--- src/rtl/uart_pkg.sv ---
// rtl/uart_pkg.sv - shared serializer state encoding and UART defaults
package uart_pkg;

  localparam int DEFAULT_CYCLES_PER_BIT = 104;
  localparam int BITS_PER_BYTE          = 8;
  localparam int BYTES_PER_WORD         = 4;

  typedef enum logic [1:0] {
    IDLE  = 2'd0,
    START = 2'd1,
    DATA  = 2'd2,
    STOP  = 2'd3
  } tx_state_e;

endpackage

--- src/rtl/word_fifo.sv ---
// rtl/word_fifo.sv - power-of-two word FIFO with registered count and show-ahead read
module word_fifo #(
  parameter int WIDTH = 32,
  parameter int DEPTH = 4
) (
  input  logic                     clk,
  input  logic                     rst_n,
  input  logic                     push,
  input  logic [WIDTH-1:0]         push_data,
  input  logic                     pop,
  output logic [WIDTH-1:0]         pop_data,
  output logic                     full,
  output logic                     empty,
  output logic [$clog2(DEPTH):0]   count
);

  localparam int PTR_W = $clog2(DEPTH);
  localparam int CNT_W = PTR_W + 1;

  logic [WIDTH-1:0] mem_q [DEPTH];
  logic [PTR_W-1:0] wr_ptr_q;
  logic [PTR_W-1:0] rd_ptr_q;
  logic [CNT_W-1:0] count_q;
  logic             do_push;
  logic             do_pop;

  assign full     = (count_q == CNT_W'(DEPTH));
  assign empty    = (count_q == '0);
  assign count    = count_q;
  assign pop_data = mem_q[rd_ptr_q];
  assign do_push  = push & ~full;
  assign do_pop   = pop & ~empty;

  // Pointers wrap naturally because DEPTH is a power of two.
  always_ff @(posedge clk or negedge rst_n) begin
    if (!rst_n) begin
      wr_ptr_q <= '0;
      rd_ptr_q <= '0;
      count_q  <= '0;
    end else begin
      if (do_push) begin
        wr_ptr_q <= wr_ptr_q + 1'b1;
      end
      if (do_pop) begin
        rd_ptr_q <= rd_ptr_q + 1'b1;
      end
      if (do_push && !do_pop) begin
        count_q <= count_q + 1'b1;
      end else if (!do_push && do_pop) begin
        count_q <= count_q - 1'b1;
      end
    end
  end

  always_ff @(posedge clk) begin
    if (do_push) begin
      mem_q[wr_ptr_q] <= push_data;
    end
  end

endmodule

--- src/rtl/word_uart_tx.sv ---
// rtl/word_uart_tx.sv - buffered 32-bit word to 8N1 UART transmitter, MSB byte first
module word_uart_tx
  import uart_pkg::*;
#(
  parameter int CYCLES_PER_BIT = DEFAULT_CYCLES_PER_BIT,
  parameter int FIFO_DEPTH     = 4
) (
  input  logic        clk,
  input  logic        rst_n,
  input  logic [31:0] word_in,
  input  logic        word_valid,
  output logic        word_ready,
  output logic        tx_out,
  output logic        busy,
  output logic        word_sent
);

  localparam int                CNT_W    = $clog2(CYCLES_PER_BIT);
  localparam logic [CNT_W-1:0]  CNT_LAST = CNT_W'(CYCLES_PER_BIT - 1);
  localparam logic [2:0]        BIT_LAST = 3'(BITS_PER_BYTE - 1);
  localparam logic [1:0]        BYTE_LAST = 2'(BYTES_PER_WORD - 1);

  tx_state_e                   state_q;
  logic [CNT_W-1:0]            cnt_q;
  logic [2:0]                  bit_q;
  logic [1:0]                  byte_q;
  logic [31:0]                 word_q;
  logic                        tx_q;
  logic                        busy_q;
  logic                        sent_q;
  logic                        en_q;

  logic                        fifo_push;
  logic                        fifo_pop;
  logic                        fifo_full;
  logic                        fifo_empty;
  logic [31:0]                 fifo_dout;
  logic [$clog2(FIFO_DEPTH):0] fifo_count;

  logic                        bit_end;
  logic                        word_end;
  logic [7:0]                  cur_byte;
  logic                        line_d;

  word_fifo #(
    .WIDTH (32),
    .DEPTH (FIFO_DEPTH)
  ) u_fifo (
    .clk       (clk),
    .rst_n     (rst_n),
    .push      (fifo_push),
    .push_data (word_in),
    .pop       (fifo_pop),
    .pop_data  (fifo_dout),
    .full      (fifo_full),
    .empty     (fifo_empty),
    .count     (fifo_count)
  );

  // en_q keeps ready low through reset and the first edge after release.
  assign word_ready = en_q & ~fifo_full;
  assign fifo_push  = word_valid & word_ready;

  assign bit_end  = (cnt_q == CNT_LAST);
  assign word_end = (state_q == STOP) && bit_end && (byte_q == BYTE_LAST);
  assign fifo_pop = ~fifo_empty & ((state_q == IDLE) | word_end);
  assign cur_byte = word_q[31:24];

  always_comb begin
    line_d = 1'b1;
    case (state_q)
      START:   line_d = 1'b0;
      DATA:    line_d = cur_byte[bit_q];
      default: line_d = 1'b1;
    endcase
  end

  assign tx_out    = tx_q;
  assign busy      = busy_q;
  assign word_sent = sent_q;

  // Line, busy and word_sent all trail the state by one cycle, so frame
  // timing on the pins stays exact and word_sent lines up with the stop bit.
  always_ff @(posedge clk or negedge rst_n) begin
    if (!rst_n) begin
      state_q <= IDLE;
      cnt_q   <= '0;
      bit_q   <= '0;
      byte_q  <= '0;
      word_q  <= '0;
      tx_q    <= 1'b1;
      busy_q  <= 1'b0;
      sent_q  <= 1'b0;
      en_q    <= 1'b0;
    end else begin
      en_q   <= 1'b1;
      tx_q   <= line_d;
      busy_q <= (state_q != IDLE) || (fifo_count != '0);
      sent_q <= word_end;

      case (state_q)
        IDLE: begin
          cnt_q  <= '0;
          bit_q  <= '0;
          byte_q <= '0;
          if (!fifo_empty) begin
            state_q <= START;
            word_q  <= fifo_dout;
          end
        end

        START: begin
          if (bit_end) begin
            state_q <= DATA;
            cnt_q   <= '0;
            bit_q   <= '0;
          end else begin
            cnt_q <= cnt_q + 1'b1;
          end
        end

        DATA: begin
          if (bit_end) begin
            cnt_q <= '0;
            if (bit_q == BIT_LAST) begin
              state_q <= STOP;
              bit_q   <= '0;
            end else begin
              bit_q <= bit_q + 1'b1;
            end
          end else begin
            cnt_q <= cnt_q + 1'b1;
          end
        end

        STOP: begin
          if (bit_end) begin
            cnt_q <= '0;
            bit_q <= '0;
            if (byte_q == BYTE_LAST) begin
              byte_q <= '0;
              if (!fifo_empty) begin
                state_q <= START;
                word_q  <= fifo_dout;
              end else begin
                state_q <= IDLE;
              end
            end else begin
              state_q <= START;
              byte_q  <= byte_q + 1'b1;
              word_q  <= {word_q[23:0], 8'h00};
            end
          end else begin
            cnt_q <= cnt_q + 1'b1;
          end
        end

        default: begin
          state_q <= IDLE;
          cnt_q   <= '0;
        end
      endcase
    end
  end

endmodule

--- config.mk ---
export PLATFORM = sky130hd
export DESIGN_NAME = word_uart_tx
export DESIGN_NICKNAME = d
export VERILOG_FILES = /design/src/rtl/uart_pkg.sv /design/src/rtl/word_fifo.sv /design/src/rtl/word_uart_tx.sv
export SDC_FILE = /design/constraint.sdc
export NUM_CORES = 1
export LEC_CHECK = 0
export CORE_AREA = 2 2 112 114
export CTS_CLUSTER_DIAMETER = 40
export DETAILED_ROUTE_END_ITERATION = 10
export DIE_AREA = 0 0 114 116
export GPL_TIMING_DRIVEN = 0
export MAX_ROUTING_LAYER = met4
export PLACE_DENSITY = 0.82
export SYNTH_ARGS = -nofsm -noshare
export SYNTH_HDL_FRONTEND = slang
export SYNTH_SLANG_ARGS = --single-unit
--- constraint.sdc ---
create_clock -name clk -period 4.3 [get_ports clk]
set_clock_uncertainty 0.05 [all_clocks]
set_input_delay 0.645 -clock clk [delete_from_list [all_inputs] [get_ports clk]]
set_output_delay 0.645 -clock clk [all_outputs]
set_load 0.03 [all_outputs]
Yosys cells after proc, flatten, opt, wreduce, memory -nomap -nowiden --
Memory sizes are Yosys's and may differ from the RTL's. Index checks and enable logic that the tools add are counted.
Storage, ports and cells: register bits 57, bits in latches 0, RAM bits 128, bits in read-only memories 0, bits of input ports 35, output and inout port bits 4, logic and storage cells 88, memories 1
Operators by class: $add $sub $neg 7, $mul 0, divide/modulo/power cells 0, magnitude comparators 1, eq/ne operators 13, shift operators 0, mux-type cells 28, bitwise gates (word level) 8, reductions and logical operators 18
Memories:
- u_fifo.mem_q | depth 4, bits a word 32, rd ports 1, clocked after memory_dff 0, wr ports 1, line word_fifo.sv:20 | logic [WIDTH-1:0] mem_q [DEPTH];
Operators with widths (number):
- 32-bit two-way mux | 3
- 32-bit one-hot mux with 2 select lines | 1
- 2-bit two-way mux | 8
- 3-bit two-way mux | 5
- 7-bit one-hot mux with 2 select lines | 1
- 2-bit inequality test (second input constant) | 5
- 3-bit one-hot mux with 3 select lines | 1
- 2-bit one-hot mux with 4 select lines | 1
- 7-bit by 1-bit adder with 7-bit output (second input constant) | 1
- 7-bit == test (second input constant) | 1
- 7-bit two-way mux | 1
- 2-bit by 1-bit adder with 2-bit output (second input constant) | 3
- 3-bit by 1-bit adder with 3-bit output (second input constant) | 2
- 2-bit == test (second input constant) | 3
- 3-bit == test (second input constant) | 2
- 2-bit nonzero test | 3
- 1-bit bitwise AND | 5
- 5-bit AND reduction | 1
- 1-bit logical AND | 4
- 3-bit by 4-bit less-than comparator with 1-bit output (second input constant) | 1
- 1-bit two-way mux | 4
- 2-bit one-hot mux with 2 select lines | 1
- 2-bit AND reduction | 2
- 1-bit binary-select mux with 3-bit select | 1
- 13 further kinds | 15

Longest topological paths before layout --
Gate-level depths: netlist of run 1.
depth in word-level cells 9, mapped depth 11, depth with buffers taken out 10

Modules after synthesis --
Synthesis of run 1 repeated with hierarchy kept, for this count alone.
Second synthesis, totals: cell total of the unflattened synthesis 437, area total of the unflattened synthesis 7574.8 sq um
By module, submodules not included:
- word_fifo | times used 1, cells each 204, area an instance 5094.9 sq um, seq. area each 4018.9 sq um
- word_uart_tx | times used 1, cells each 233, area an instance 2479.9 sq um, seq. area each 1252.5 sq um

Worst setup path after synthesis of run 1 --
Ideal clock, no wire load.
path type register to register, start register u_fifo.count_q[0], in the netlist u_fifo.count[0], end register u_fifo.count_q[2], in the netlist u_fifo.count[2], setup time 79 ps, data arrival time 2721 ps, data required time 4171 ps, path slack 1450 ps, cell stages (with the launch flop) 10, path buffers 0, clock period less this slack 2850 ps, cells stage by stage dfrtp_1 -> nor2_1 -> a21boi_0 -> and2_0 -> ha_1 -> inv_1 -> fa_1 -> xor2_1 -> nor2_1 -> xor2_1
On the way: word-level cells in the longest chain between the ends 8, elaborated cells between the ends (all ways) 18, those cells by class 2 x add/sub; 1 x eq/ne; 2 x mux; 7 x bitwise; 6 x reduce/logical
Ends and longest elaborated chain:
- start: declaration | line word_fifo.sv:23 | logic [CNT_W-1:0] count_q;
- start signal: assignment | line word_fifo.sv:48 | count_q <= count_q + 1'b1;
- start signal: assignment | line word_fifo.sv:50 | count_q <= count_q - 1'b1;
- 3-bit == test * | line word_fifo.sv:27 | assign full = (count_q == CNT_W'(DEPTH));
- 1-bit NOT * | line word_uart_tx.sv:61 | assign word_ready = en_q & ~fifo_full;
- 1-bit bitwise AND * | line word_uart_tx.sv:61
- net word_ready | line word_uart_tx.sv:12 | output logic word_ready,
- 1-bit bitwise AND * | line word_uart_tx.sv:62 | assign fifo_push = word_valid & word_ready;
- 1-bit bitwise AND * | line word_fifo.sv:31 | assign do_push = push & ~full;
- net u_fifo.do_push | line word_fifo.sv:24 | logic do_push;
- 1-bit logical NOT | line word_fifo.sv:49 | end else if (!do_push && do_pop) begin
- 1-bit logical AND | line word_fifo.sv:49
- 2-bit nonzero test (no line)
The timed path passes the listed nets; every way through them passes the cells marked *. The select of a mux whose other input is x is not followed. A chain may end at the register's enable or synchronous reset.

Final worst setup path of run 1 --
start register u_fifo.count_q[0], in the netlist u_fifo.count[0], end output port word_ready
On the way: word-level cells in the longest chain between the ends 3
Ends and longest elaborated chain (line):
- 3-bit == test | word_fifo.sv:27
- 1-bit NOT | word_uart_tx.sv:61
- 1-bit bitwise AND | word_uart_tx.sv:61
- end: declaration | word_uart_tx.sv:12
No other way between the ends.

==> results.md, run 1 <==
Status:
- The run finished with clean final reports.

Worst hold path:
- The class of the worst hold path is in2async.

Power:
- The maximum vdd drop is 0.000354 V.
- The leakage component of the power is 0.00312 µW.
- Dividing total power by cell area gives a power density of 462 nW/µm².

Synthesis:
- Each instance of the synthesized netlist takes up on average 16.9 µm².
- Counting flops with a built-in enable in the synthesized netlist gives 128.
- Counting every instance in the synthesized netlist gives 442.
- Synthesis inferred 185 register bits.
- Summed over all instances, the cell type with the most area after synthesis is edfxtp_1.
- The share of flip-flops with an asynchronous set or reset is 0.308.
- The most used flip-flop cell after synthesis is edfxtp_1.
- The synthesized netlist occupies a cell area of 7470 µm².
- The number of different library cells used by synthesis comes to 44.
- The commonest cells after synthesis are edfxtp_1, dfrtp_1, mux4_2, nor2_1.
- The area fraction of the dominant cell type after synthesis is 0.515.
- The share of the Yosys chip area taken by registers is 0.706.
- The most repeated cell in the gate-level netlist after synthesis is edfxtp_1.
- By area the synthesized netlist is led by edfxtp_1, dfrtp_1, mux4_2.
- The number of nets in the synthesized netlist is 492.
- The Yosys step of the flow raised 0 warnings.

STA:
- Setup repair after global routing left no endpoint under its margin.
- The final period demand of the worst path is 2.87 ns.
- On the final layout, the worst hold slack is 0.113 ns.
- The final hold violation count was 0.
- The fmax is 0.349 GHz.
- The number of max-slew violations in the final report was 0.
- The final setup violation count is 0.
- In the final timing run, aggregate negative setup slack is 0 ns.
- Measured against its own limit, the worst slew margin works out to 0.385.
- The transition time at the pin with the least slew margin is 0.923 ns.
- In the finished design, the share of the clock period the worst path needs comes to 0.666.

Setup path:
- STA classifies the critical path startpoint as a register.
- For the worst setup path, the data arrival time is 2.17 ns.
- Along the worst path, the maximum fanout reaches 6.
- At the worst endpoint, the required time is 3.61 ns.
- The critical path class is reg2out.
- The category of the worst setup path capture point is an output port.

Routing:
- The final routed DRC violation total is 0.
- In this run the remaining antenna-violating nets after routing total 0.
- After detailed routing, the average wire length per cell comes to 19.8 µm.
- The first-iteration detailed-routing DRC count is 276.
- The first detailed-routing pass ran for 4 iterations.
- The routed design has 13100 µm of wire.
- The routed layout has 3959 vias.
- Using the TritonRoute via totals, the vias-per-cell ratio works out to 6.00.

Floorplanning:
- The count of boundary I/O pins is 39.
- The starting utilization of the core area is 0.627.
- The floorplan step defined a die boundary enclosing 13200 µm².
- The height of the die is 116 µm.
- Row generation in the floorplan step produced 40 rows.
- The core area is 11900 µm².
- The floorplan step set the die width to 114 µm.

Layout:
- The area added between synthesis and finish is 16.0%.
- Fill cells in the final layout number 704.
- The number of nets in the layout is 550.
- The final antenna diode count is 0.
- In the final layout, the share of cells above drive strength 1 is 0.234.

Placed design:
- The final estimated routing congestion in global placement is 0.874.
- The count of port buffers added during placement is 38.
- The detailed-placement wirelength estimate is 8320 µm.

Clock tree:
- The cell at the root of the clock tree is clkbuf_16.
- Once the clock tree was built, the resizer swapped 0 gates to a different size.
- The clock drives 185 sinks.
- After clock tree synthesis, the flow added hold-fix buffers numbering 0.
- After clock tree synthesis, the clock-pin slew on the worst setup and hold paths is 0.06 ns.
- Buffers added to address setup during post-CTS repair amount to 0.
- TritonCTS built the clock tree.
- The H-tree level count is 4.
- The number of buffers between clock root and the deepest sink is 2.
- Clock latency on the worst-skew pair, taken at its later pin, is 0.43 ns.
- The number of buffers inserted during clock tree synthesis is 17.

Global route:
- The global-route wire length before repair is 21300 µm.
- Across every metal layer, demand over resource in global routing totals 0.226.
- Entering global routing, the biggest net connects 40 pins.
- The number of antenna violations at the first check in global routing is 0.
- The number of global-route vias before repair is 4195.
- After global routing the overflow that remains totals 0.

Job:
- Across the run, the number of max-cap violations was 0.
==> per-layer routing <==
| metal | global-route usage | wire length, µm | vias to the layer above |
|---|---|---|---|
| met2 | 0.384 | 7040 | 87 |
| met4 | 0.0789 | 155 | 0 |
| li1 | - | - | 1818 |
| met3 | 0.0560 | 540 | 11 |
| met5 | - | 0 | - |
| met1 | 0.267 | 5330 | 2043 |
==> placed cells by master (no fill, tap or decap), types with 2 or more instances in the layout <==
| master | n |
|---|---|
| a22o_1 | 5 |
| ha_1 | 14 |
| clkdlybuf4s50_1 | 37 |
| mux2_2 | 6 |
| mux4_2 | 34 |
| inv_6 | 4 |
| mux2i_1 | 3 |
| nor3_1 | 7 |
| o21ai_1 | 9 |
| clkinv_4 | 2 |
| bufinv_16 | 3 |
| o22ai_1 | 24 |
| nand3_1 | 10 |
| xor2_1 | 4 |
| xnor2_1 | 6 |
| clkinv_2 | 3 |
| buf_6 | 4 |
| dfrtp_1 | 56 |
| nand2_1 | 13 |
| inv_1 | 6 |
| buf_2 | 10 |
| o21ai_0 | 5 |
| nor2b_1 | 2 |
| and3_2 | 4 |
| nand2b_1 | 4 |
| edfxtp_1 | 128 |
| nor2_2 | 24 |
| a21oi_1 | 2 |
| clkbuf_16 | 17 |
| clkbuf_1 | 9 |
| nor2_1 | 34 |
==> layout make-up <==
class                      count  area, µm²  share of cell area
buffer                        22        124              0.0143
clock buffer                  18        439              0.0507
clock inverter                14        169              0.0195
inverter                       6       22.5             0.00260
multi-input combinational    229       2050               0.237
sequential                   185       5270               0.609
tap                          147        184              0.0212
timing repair buffer          39        395              0.0457
==> logic make-up (layout without fill, tap and decap cells) <==
| group | count (synthesis) | after routing | synth area share |
|---|---|---|---|
| and+or+nand+nor | 109 | 109 | 0.0759 |
| xor gates and xnor gates | 10 | 10 | 0.0117 |
| other | 1 | 1 | 0.000502 |
| adders and majority gates | 15 | 15 | 0.0261 |
| AOI/OAI and AO/OA | 51 | 51 | 0.0446 |
| muxes | 43 | 43 | 0.116 |
| buffers and inverters | 28 | 99 | 0.0196 |
| DFF | 185 | 185 | 0.706 |
==> sequential cells by signal (all words and copies together) (netlist names) <==
signal,cells
u_fifo.mem_q,128
word_q,32
cnt_q,7
bit_q,3
u_fifo.count,3
byte_q,2
state_q,2
u_fifo.rd_ptr_q,2
u_fifo.wr_ptr_q,2
busy,1
en_q,1
tx_out,1
word_sent,1
==> final timing paths <==
path | slack (ns) | cells past startpoint | startpoint | to
worst min-delay path | 0.11 | 1 | rst_n | cnt_q[1]
worst min register to register | 0.42 | 1 | cnt_q[0] | cnt_q[0]
min in group clk | 0.42 | 1 | cnt_q[0] | cnt_q[0]
worst max-delay path | 1.43 | 3 | u_fifo.count[0] | word_ready
worst max register to register | 1.49 | 9 | state_q[0] | u_fifo.count[1]
max in group asynchronous | 3.53 | 2 | rst_n | word_q[3]
==> worst max-delay path, stage by stage (launching register included) <==
cell and delay, ns:
dfrtp_1 0.45, nor2_1 0.07, a21boi_0 0.45, clkdlybuf4s50_1 0.77
==> metrics by stage <==
stage                util  cell area (µm²)  power [µW]  instances  worst slack, ns
floorplan               -             7470        2320        442             1.45
CTS                 0.727             8660        4030        660             1.43
global placement    0.674             8030        2440        627            0.854
detailed placement  0.676             8050        2460        628             1.49
finish              0.727             8660        4000        660             1.43
global route        0.727             8660        4140        660             1.26
==> power breakdown <==
part           internal, µW  switching [µW]
logic                   117             171
clock network           933             653
registers              2070            56.6
total                  3120             880
Note: power is estimated with default switching activity, not from simulation.
==> run 2, diff against run 1 <==
CORE_AREA = 2 2 121 123   (was 2 2 112 114)
DIE_AREA = 0 0 123 125   (was 0 0 114 116)
PLACE_DENSITY = 0.75   (was 0.82)
clock period = 2.5 ns   (was 4.3 ns; I/O delays follow)
==> run 2 against run 1 <==
  * Global-route usage fell by 3.2 points
  * Utilization fell by 11 points
  * Count of clock-buffer cells in the layout did not move
  * Setup slack got worse by 1.3 ns
  * Die area rose by 16%
  * Register-to-register slack got worse by 1.4 ns
  * Non-clock buffer count rose by 5
  * Clock power rose by 69%
  * Routed wire length rose by 2.0%
  * Critical path type is now reg2reg
  * Critical endpoint is now u_fifo.count[2]
==> results.md, run 2 (same netlist as run 1, synthesis figures left out) <==
Layout:
- Leaving out fill and tap cells, the most frequent cells in the layout are edfxtp_1, dfrtp_1, clkdlybuf4s50_1, nor2_1, mux4_2.
- The filler cells instantiated in the layout total 1026.
- After the last flow step, the layout net total stands at 555.
- More flip-flops sit in one register than any other, and that register is u_fifo.mem_q.
- Leaving out filler cells and counting taps, the final layout contains 702.
- 0 antenna diodes ended up in the layout.
- In the final layout, the share of cells above drive strength 1 is 0.247.
- The leading cell type in the layout, fill and taps excluded is edfxtp_1.
- The register with the most flip-flops in the layout has 128 of them.
- The area added between synthesis and finish is 17.5%.
- In the final layout, the registers with the most flip-flops are u_fifo.mem_q: 128 flops, word_q: 32 flops, cnt_q: 7 flops.

STA:
- Hold timing on the final database bottoms out at a slack of 0.418 ns.
- At the pin with the least slew margin, the transition time is 0.914 ns.
- Of the available clock period, the critical path in the final layout requires 0.959.
- Setup violations remaining at the end of the flow were counted as 0.
- The fmax is 0.417 GHz.
- The final hold violation count came to 0.
- The total negative setup slack is 0 ns.
- The worst relative slew slack is 0.390.
- The smallest clock period supported by the final layout is computed as 2.40 ns.
- The number of max-slew violations in the final report is 0.

Global route:
- Entering global routing, the biggest net connects 35 pins.
- For this run, the total global-route usage over all layers was measured as 0.195.
- The number of antenna violations at the first check in global routing is 0.
- For this run the aggregate overflow at the end of global routing stands at 0.
- The number of global-route vias before repair is 4234.
- The first global-routing pass estimated 21800 µm of wire.

Power:
- The maximum vdd drop is 0.000583 V.
- The total power after layout is 6860 µW.
- The power density of the placed cells is 782 nW/µm².
- The leakage component of the power is 0.00315 µW.

Placed design:
- Once placement completed, the tool counted placed cells totaling 665.
- Buffers placed on the I/O ports in this run total 38.
- The HPWL after detailed placement is 8460 µm.
- The final estimated routing congestion in global placement is 0.852.

Setup path:
- The capturing point of the worst reg2reg path is u_fifo.count[2].
- The category of the worst setup path capture point is a register.
- The number of buffers and inverters on the critical path is 2.
- The worst setup path is launched from a register.
- The slowest stage of the critical path belongs to the cell dfrtp_2.
- The cell count of the worst reg-to-reg path is 11.
- Traced cell by cell, the critical path runs through ha_1 > clkbuf_4 > nand2_2 > nor4_4 > o21ai_2 > ha_1 > inv_1 > fa_1 > xor2_1 > nor2_1 > xor2_1.
- The setup path with the least slack is of type reg2reg.
- The critical path data required time is 2.79 ns.
- The peak fanout along the critical path is 10.
- The maximum single-stage delay on the critical path is 0.45 ns.
- The cell family contributing the most delay on the critical path is adder cells.
- Setup slack on the worst reg-to-reg path comes out at 0.10 ns.
- The critical path arrival is 2.69 ns.
- The source of the worst register-to-register timing path is state_q[0].

Clock tree:
- After clock tree synthesis, the clock-pin slew on the worst setup and hold paths is 0.07 ns.
- At the later pin of the worst-skew pair, clock insertion delay measures 0.42 ns.
- The number of buffers between clock root and the deepest sink is 2.
- The total number of clock tree sinks is 185.
- Buffers inserted during clock tree synthesis total 17.
- TritonCTS built the clock tree.
- In this run the number of H-tree levels came out at 4.
- In this run the clock root is driven by a clkbuf_16.

Floorplanning:
- The die is 123 µm wide.
- After floorplanning, the core was divided into 44 placement rows.
- The die covers 15400 µm².
- The starting utilization of the core area is 0.526.
- In this run the standard cell core region covers 14200 µm².
- The count of boundary I/O pins is 39.
- Measured along the y axis, the die boundary spans 125 µm.

Worst hold path:
- The class of the worst hold path is reg2reg.
- Along the worst hold path, the cell count comes to 1.
- The origin of the worst min-delay path is cnt_q[0].
- The hold-critical path endpoint is cnt_q[0].

Routing:
- The via count normalized by instance count is 5.58.
- The count of nets left with antenna violations once routing finished came out at 0.
- The first-iteration detailed-routing DRC count is 322.
- Dividing the detail-routed wire length by the instance count gives 19.0 µm.
- The count of TritonRoute iterations in the first routing pass is 4.
- The final routed DRC violation total is 0.
- The total number of vias is 3914.
- The final layout contains routed wiring with a total length of 13300 µm.

Job:
- The number of maximum-capacitance violations is 0.

Status:
- The flow ran to the end, and the final reports show no timing, DRC or antenna violations.
[run 2: where the power goes]
| part | total, µW | switching [µW] | internal (µW) | leakage, µW |
|---|---|---|---|---|
| clock network | 2690 | 1110 | 1580 | 0.000283 |
| registers | 3660 | 98.8 | 3560 | 0.00184 |
| logic | 508 | 300 | 208 | 0.00103 |
[run 2: worst reg2reg max path: stages, from the launching register on]
cell	delay, ns
dfrtp_2	0.45
ha_1	0.22
clkbuf_4	0.18
nand2_2	0.11
nor4_4	0.05
o21ai_2	0.18
ha_1	0.20
inv_1	0.06
fa_1	0.37
xor2_1	0.17
nor2_1	0.12
xor2_1	0.15
[run 2: worst max path at each step]
stage                      endpoint  slack, ns        from  cells after the start
finish              u_fifo.count[2]       0.10  state_q[0]                     11
global route        u_fifo.count[2]     -0.006  state_q[0]                     11
CTS                 u_fifo.count[2]      0.003  state_q[0]                     11
detailed placement  u_fifo.count[1]      -0.29  state_q[0]                      9
global placement          word_q[0]      -0.72       rst_n                      1
floorplan           u_fifo.count[1]       0.05  state_q[0]                      9
[run 2: repair_timing]
action,in CTS,in global routing
endpoints found under the setup margin,2,25
hold buffers,1,0
hold endpoints to repair,23,0
resized for setup,4,5
pin swaps,1,2
buffers inserted,1,3
[run 2: final cells by class]
type,instances,area (µm²),area share
Buffer,22,126,0.0144
Tap cell,184,230,0.0262
Clock inverter,14,169,0.0192
Clock buffer,18,429,0.0489
Inverter,6,22.5,0.00257
Sequential cell,185,5270,0.601
Timing Repair Buffer,44,435,0.0496
Multi-Input combinational cell,229,2090,0.238
[run 2: through the flow]
stage,utilization,area (µm²),setup slack (ns)
after floorplan,-,7470,0.0496
after global placement,0.569,8080,-0.721
after detailed placement,0.570,8100,-0.287
after CTS,0.615,8730,0.00282
after global routing,0.618,8770,-0.00632
final,0.618,8770,0.102
[run 2: layer usage]
metal / vias to the layer above / wire length, µm / track usage
met2: 64 / 7000 / 0.319
met4: 0 / 210 / 0.0548
met3: 14 / 378 / 0.0443
li1: 1816 / - / -
met5: - / 0 / -
met1: 2020 / 5740 / 0.244
